[src/rtl/cpu_isa_pkg.sv]
// cpu_isa_pkg: shared ISA constants, instruction field widths and fetch FSM state type
package cpu_isa_pkg;

    localparam int PC_W   = 16;
    localparam int INST_W = 9;
    localparam int OP_W   = 5;
    localparam int OPND_W = INST_W - OP_W;

    localparam logic [OP_W-1:0] OP_ADD  = 5'b00000;
    localparam logic [OP_W-1:0] OP_SUB  = 5'b00001;
    localparam logic [OP_W-1:0] OP_AND  = 5'b00010;
    localparam logic [OP_W-1:0] OP_OR   = 5'b00011;
    localparam logic [OP_W-1:0] OP_XOR  = 5'b00100;
    localparam logic [OP_W-1:0] OP_LD   = 5'b01000;
    localparam logic [OP_W-1:0] OP_ST   = 5'b01001;
    localparam logic [OP_W-1:0] OP_BEQ  = 5'b10000;
    localparam logic [OP_W-1:0] OP_JMP  = 5'b10100;
    localparam logic [OP_W-1:0] OP_HALT = 5'b11010;
    localparam logic [OP_W-1:0] OP_TBD  = 5'b11011;

    typedef enum logic [1:0] {
        IDLE,
        FETCH,
        DRAIN,
        HALTED
    } fetch_state_t;

endpackage

[src/rtl/fetch_perf_ctr.sv]
// fetch_perf_ctr: 32-bit saturating event counter with synchronous clear
module fetch_perf_ctr (
    input  logic        clk,
    input  logic        rst_n,
    input  logic        i_clr,
    input  logic        i_inc,
    output logic [31:0] o_cnt
);

    logic [31:0] r_cnt;

    assign o_cnt = r_cnt;

    // count events, sticking at all-ones instead of wrapping
    always_ff @(posedge clk or negedge rst_n) begin
        if (!rst_n)
            r_cnt <= '0;
        else if (i_clr)
            r_cnt <= '0;
        else if (i_inc && r_cnt != '1)
            r_cnt <= r_cnt + 32'd1;
    end

endmodule

[src/rtl/fetch_sequencer.sv]
// fetch_sequencer: IF stage controller feeding the IF/ID slot; optional FETCH_PERF_EN adds perf counters
module fetch_sequencer
    import cpu_isa_pkg::*;
#(
    parameter int              PC_W     = 16,
    parameter int              INST_W   = 9,
    parameter int              OP_W     = 5,
    parameter logic [PC_W-1:0] RESET_PC = '0
) (
    input  logic              clk,
    input  logic              rst_n,
    input  logic              start,
    output logic [PC_W-1:0]   rom_pc,
    input  logic [INST_W-1:0] rom_inst,
    output logic              id_valid,
    input  logic              id_ready,
    output logic [INST_W-1:0] id_inst,
    output logic [PC_W-1:0]   id_pc,
    input  logic              redirect,
    input  logic [PC_W-1:0]   redirect_pc,
    output logic              busy,
    output logic              halted
`ifdef FETCH_PERF_EN
    ,
    output logic [31:0]       perf_fetch,
    output logic [31:0]       perf_stall
`endif
);

    fetch_state_t      r_state, w_state_nx;
    logic [PC_W-1:0]   r_rom_pc, w_rom_pc_nx;
    logic [PC_W-1:0]   r_id_pc, w_id_pc_nx;
    logic [INST_W-1:0] r_id_inst, w_id_inst_nx;
    logic              r_id_valid, w_id_valid_nx;
    logic              w_fill;
    logic              w_is_halt;

    assign rom_pc    = r_rom_pc;
    assign id_pc     = r_id_pc;
    assign id_inst   = r_id_inst;
    assign id_valid  = r_id_valid;
    assign busy      = (r_state == FETCH) || (r_state == DRAIN);
    assign halted    = (r_state == HALTED);
    assign w_is_halt = rom_inst[INST_W-1 -: OP_W] == OP_W'(OP_HALT);
    assign w_fill    = (r_state == FETCH) && !redirect && (!r_id_valid || id_ready);

    // state and IF/ID slot registers
    always_ff @(posedge clk or negedge rst_n) begin
        if (!rst_n) begin
            r_state    <= IDLE;
            r_rom_pc   <= RESET_PC;
            r_id_pc    <= '0;
            r_id_inst  <= '0;
            r_id_valid <= 1'b0;
        end else begin
            r_state    <= w_state_nx;
            r_rom_pc   <= w_rom_pc_nx;
            r_id_pc    <= w_id_pc_nx;
            r_id_inst  <= w_id_inst_nx;
            r_id_valid <= w_id_valid_nx;
        end
    end

    // next state: redirect outranks fill and halt detection; a halt fill parks the PC
    always_comb begin
        w_state_nx    = r_state;
        w_rom_pc_nx   = r_rom_pc;
        w_id_pc_nx    = r_id_pc;
        w_id_inst_nx  = r_id_inst;
        w_id_valid_nx = r_id_valid;
        case (r_state)
            IDLE, HALTED: begin
                if (start) begin
                    w_rom_pc_nx   = RESET_PC;
                    w_id_valid_nx = 1'b0;
                    w_state_nx    = FETCH;
                end
            end
            FETCH, DRAIN: begin
                if (redirect) begin
                    w_id_valid_nx = 1'b0;
                    w_rom_pc_nx   = redirect_pc;
                    w_state_nx    = FETCH;
                end else if (w_fill) begin
                    w_id_inst_nx  = rom_inst;
                    w_id_pc_nx    = r_rom_pc;
                    w_id_valid_nx = 1'b1;
                    w_rom_pc_nx   = w_is_halt ? r_rom_pc : r_rom_pc + PC_W'(1);
                    w_state_nx    = w_is_halt ? DRAIN : FETCH;
                end else if (r_state == DRAIN && r_id_valid && id_ready) begin
                    w_id_valid_nx = 1'b0;
                    w_state_nx    = HALTED;
                end
            end
            default: w_state_nx = IDLE;
        endcase
    end

`ifdef FETCH_PERF_EN
    logic w_start_go;
    logic w_stall;

    assign w_start_go = start && (r_state == IDLE || r_state == HALTED);
    assign w_stall    = (r_state == FETCH) && r_id_valid && !id_ready;

    fetch_perf_ctr u_perf_fetch (
        .clk   (clk),
        .rst_n (rst_n),
        .i_clr (w_start_go),
        .i_inc (w_fill),
        .o_cnt (perf_fetch)
    );

    fetch_perf_ctr u_perf_stall (
        .clk   (clk),
        .rst_n (rst_n),
        .i_clr (w_start_go),
        .i_inc (w_stall),
        .o_cnt (perf_stall)
    );
`endif

endmodule

[config.mk]
export PLATFORM = sky130hd
export DESIGN_NAME = fetch_sequencer
export DESIGN_NICKNAME = d
export VERILOG_FILES = /design/src/rtl/cpu_isa_pkg.sv /design/src/rtl/fetch_perf_ctr.sv /design/src/rtl/fetch_sequencer.sv
export SDC_FILE = /design/constraint.sdc
export NUM_CORES = 1
export LEC_CHECK = 0
export BUFFER_PORTS_ARGS = -buffer_cell sky130_fd_sc_hd__buf_2
export CORE_MARGIN = 2
export CORE_UTILIZATION = 50
export DETAILED_ROUTE_END_ITERATION = 16
export GPL_TIMING_DRIVEN = 1
export PLACE_DENSITY = 0.85
export RECOVER_POWER = 100
export REMOVE_ABC_BUFFERS = 1
export SLEW_MARGIN = 5
export SYNTH_ARGS = -nofsm -noshare
export SYNTH_HDL_FRONTEND = slang
export SYNTH_SLANG_ARGS = --single-unit
[constraint.sdc]
create_clock -name clk -period 2.1 [get_ports clk]
set_input_delay 0.21 -clock clk [delete_from_list [all_inputs] [get_ports clk]]
set_output_delay 0.21 -clock clk [all_outputs]
set_load 0.005 [all_outputs]
==> results_dict.tcl <==
set metrics [dict create \
    outcome "finished clean" \
    r2r_start "r_state[0]$_DFFE_PN0P_" \
    detail-route-antenna-nets 0 \
    syn_inst 214 \
    p_leak_nw 1.33 \
    io_pins 74 \
    worst_pin_slew_ns 1.26 \
    vias 1891 \
    clk_pin_slew_ns 0.08 \
    slew_headroom 0.158 \
    track_usage 0.223 \
    fillCellCount 384 \
    final_cell_mix "63 x buf_2, 44 x dfrtp_1, 36 x nand2_1" \
    cts-buffers-inserted 5 \
    yosys_warnings 0 \
    cellPowerDensity_mw_per_mm2 1310 \
    crit_type "reg -> reg" \
    firstDrtPassIters 4 \
    critPathRequiredTime_ns 2.32 \
    grt_pass1_wl_microns 8810 \
    ys_seq_elements 44 \
    grt_overflow 0 \
    die_h_microns 70.9 \
    post_cts_resized 0 \
    final_area_sq_mm 0.00274 \
    std_cell_rows 24 \
    slew_violations 0 \
    cp_num_buf_inv 3 \
    setup_ws_ns 0.178 \
    cp_max_fo 11 \
    insertion_delay_ns 0.30 \
    cts_max_level 2 \
    setup_viol 0 \
    die_area_sq_mm 0.00502 \
    min_to "id_inst[1]$_DFFE_PN0P_" \
    cp_cell_sequence "inv_1 -> ha_1 -> buf_4 -> o31ai_4 -> clkbuf_2 -> a32oi_1 -> o21ai_0" \
    grt_max_degree 36 \
    synthFlopType "dfrtp_1" \
    hold_class "in -> reg" \
    vdd_ir_drop_max_mv 0.585 \
    final.setup_skew_ns 0.00227 \
    cpMaxStageDelayCell "o31ai_4" \
    drc_errors 0 \
    critical_path_cell_count 7 \
    async_reset_ff_frac 1.00 \
    via_per_inst 5.50 \
    fin_nets 325 \
    wl_per_cell_microns 15.1 \
    cp-end-kind "flip-flop" \
    whs_path_depth 3 \
    finalSetupTns_ns 0 \
    hpwl_microns 3760 \
    dp_cells 335 \
    routed_wl_microns 5190 \
    timing.rr.end "rom_pc[9]$_DFFE_PN0P_" \
    r2r_cells 7 \
    clkSinkCount 44 \
    ff2ff_setup_slack_ns 0.18 \
    drtIter0Drc 108 \
    dp_slack_ns 0.167 \
    drv_cap 0 \
    routabilityCongestion 0.863 \
    cts_tree "built" \
    rsz0062_at_grt "false" \
    period_share 0.915 \
    yosysSeqAreaShare 0.493 \
    yosysTopAreaCell "dfrtp_1" \
    core-area_sq_mm 0.00432 \
    max_freq_mhz 520 \
    start_kind "flip-flop" \
    clk_path_buf_depth 2 \
    drive_above_1_share 0.346 \
    start_util 0.517 \
    antenna_found_initial 0 \
    synth_cell_types 48 \
    layout_commonest_cell "buf_2" \
    grt_pass1_vias 1893 \
    synthTopCellsByArea "dfrtp_1 49%, mux2_2 8.1%, nand2_1 6.0%" \
    synth_area_sq_mm 0.00223 \
    diodes 0 \
    synth_edf_count 0 \
    slowest_delay_ns 0.42 \
    synth_top_area_frac 0.493 \
    cts_root_buffer "clkbuf_8" \
    syn_to_final_growth_pct 22.5 \
    io_buffers 73 \
    place_area_sq_mm 0.00266 \
    fin_crit_ns 1.92 \
    critPathTopFamily "compound AO/OA/AOI/OAI gates" \
    synth.avg_cell_area_sq_um 10.4 \
    hold_violations 0 \
    worstPathArrival_ns 2.14 \
    die_w_microns 70.9 \
    worstHoldStart "rom_inst[1]" \
    fin_cells 344 \
]
## Yosys cell counts (all sizes together), types with 2 or more instances
master   n
or2      2
nand4    5
a221oi   3
nand3b   2
o21ai   15
ha       4
nand3    6
a21oi    3
nor3     4
nor2b    2
o31ai    4
mux2i    2
dfrtp   44
a221o    4
inv     11
clkbuf   4
mux2    16
a22oi    2
buf      6
nand2   36
a22o     6
nand2b   3
xnor2    6
nor2     9
## final cells by class
type	count	area [sq um]	share of cell area
multi-input cells	149	1030	0.378
clock buffers	8	90.1	0.0329
flip-flops and latches	44	1100	0.402
repair buffers	80	405	0.148
well taps	52	65.1	0.0238
inverters	11	41.3	0.0151
## report_power, final
| part | internal, mW | total (mW) | switching, mW |
|---|---|---|---|
| sequential | 1.23 | 1.61 | 0.380 |
| clock | 0.268 | 0.547 | 0.279 |
| combinational | 0.745 | 1.43 | 0.687 |
## worst max-delay path by stage
| stage | startpoint | endpoint | slack (ns) |
|---|---|---|---|
| after CTS | r_state[0]$_DFFE_PN0P_ | rom_pc[12]$_DFFE_PN0P_ | 0.15 |
| after detailed placement | r_state[0]$_DFFE_PN0P_ | rom_pc[12]$_DFFE_PN0P_ | 0.17 |
| after global placement | r_state[1]$_DFFE_PN0P_ | rom_pc[14]$_DFFE_PN0P_ | 0.21 |
| after global routing | r_state[0]$_DFFE_PN0P_ | rom_pc[12]$_DFFE_PN0P_ | 0.03 |
| final | r_state[0]$_DFFE_PN0P_ | rom_pc[9]$_DFFE_PN0P_ | 0.18 |
| after floorplan | r_state[0]$_DFFE_PN0P_ | rom_pc[12]$_DFFE_PN0P_ | -0.18 |
## metrics by stage
stage,utilization,power (mW),hold slack (ns)
3_5_place_dp,0.615,3.09,0.217
6_report,0.633,3.59,0.100
5_1_grt,0.633,3.86,0.112
4_1_cts,0.638,3.64,0.0994
3_3_place_gp,0.615,3.03,0.213
2_1_floorplan,-,2.40,-0.0856
## worst register-to-register path, cell delays in order (launching register included)
cell and delay (ns):
dfrtp_1 0.38, inv_1 0.07, ha_1 0.33, buf_4 0.20, o31ai_4 0.43, clkbuf_2 0.26, a32oi_1 0.08, o21ai_0 0.09
## flip-flops by register name, summed over array words and instances, names as in the netlist
name      cells
id_inst       9
id_pc        16
id_valid      1
r_state       2
rom_pc       16
## routing by layer
layer | global-route usage | up-vias | part of all wire
li1 | - | 918 | -
met4 | 0.0943 | 0 | 0.019
met1 | 0.291 | 907 | 0.45
met5 | 0 | - | 0
met3 | 0.0413 | 10 | 0.051
met2 | 0.364 | 56 | 0.48
## logic make-up after synthesis
| family | after synthesis | share of synthesized area |
|---|---|---|
| fa+ha+maj | 4 | 0.0224 |
| xor+xnor | 7 | 0.0274 |
| simple gates | 76 | 0.175 |
| mux | 18 | 0.0896 |
| compound gates | 44 | 0.152 |
| buf+inv | 21 | 0.0409 |
| flops | 44 | 0.493 |
## repair_timing
| action | in CTS | in global routing |
|---|---|---|
| hold buffers | 1 | 0 |
| hold endpoints to repair | 23 | 0 |
| setup endpoints to repair | 0 | 0 |
| buffers inserted | 0 | 0 |
Power figures use the tool's default switching activity.
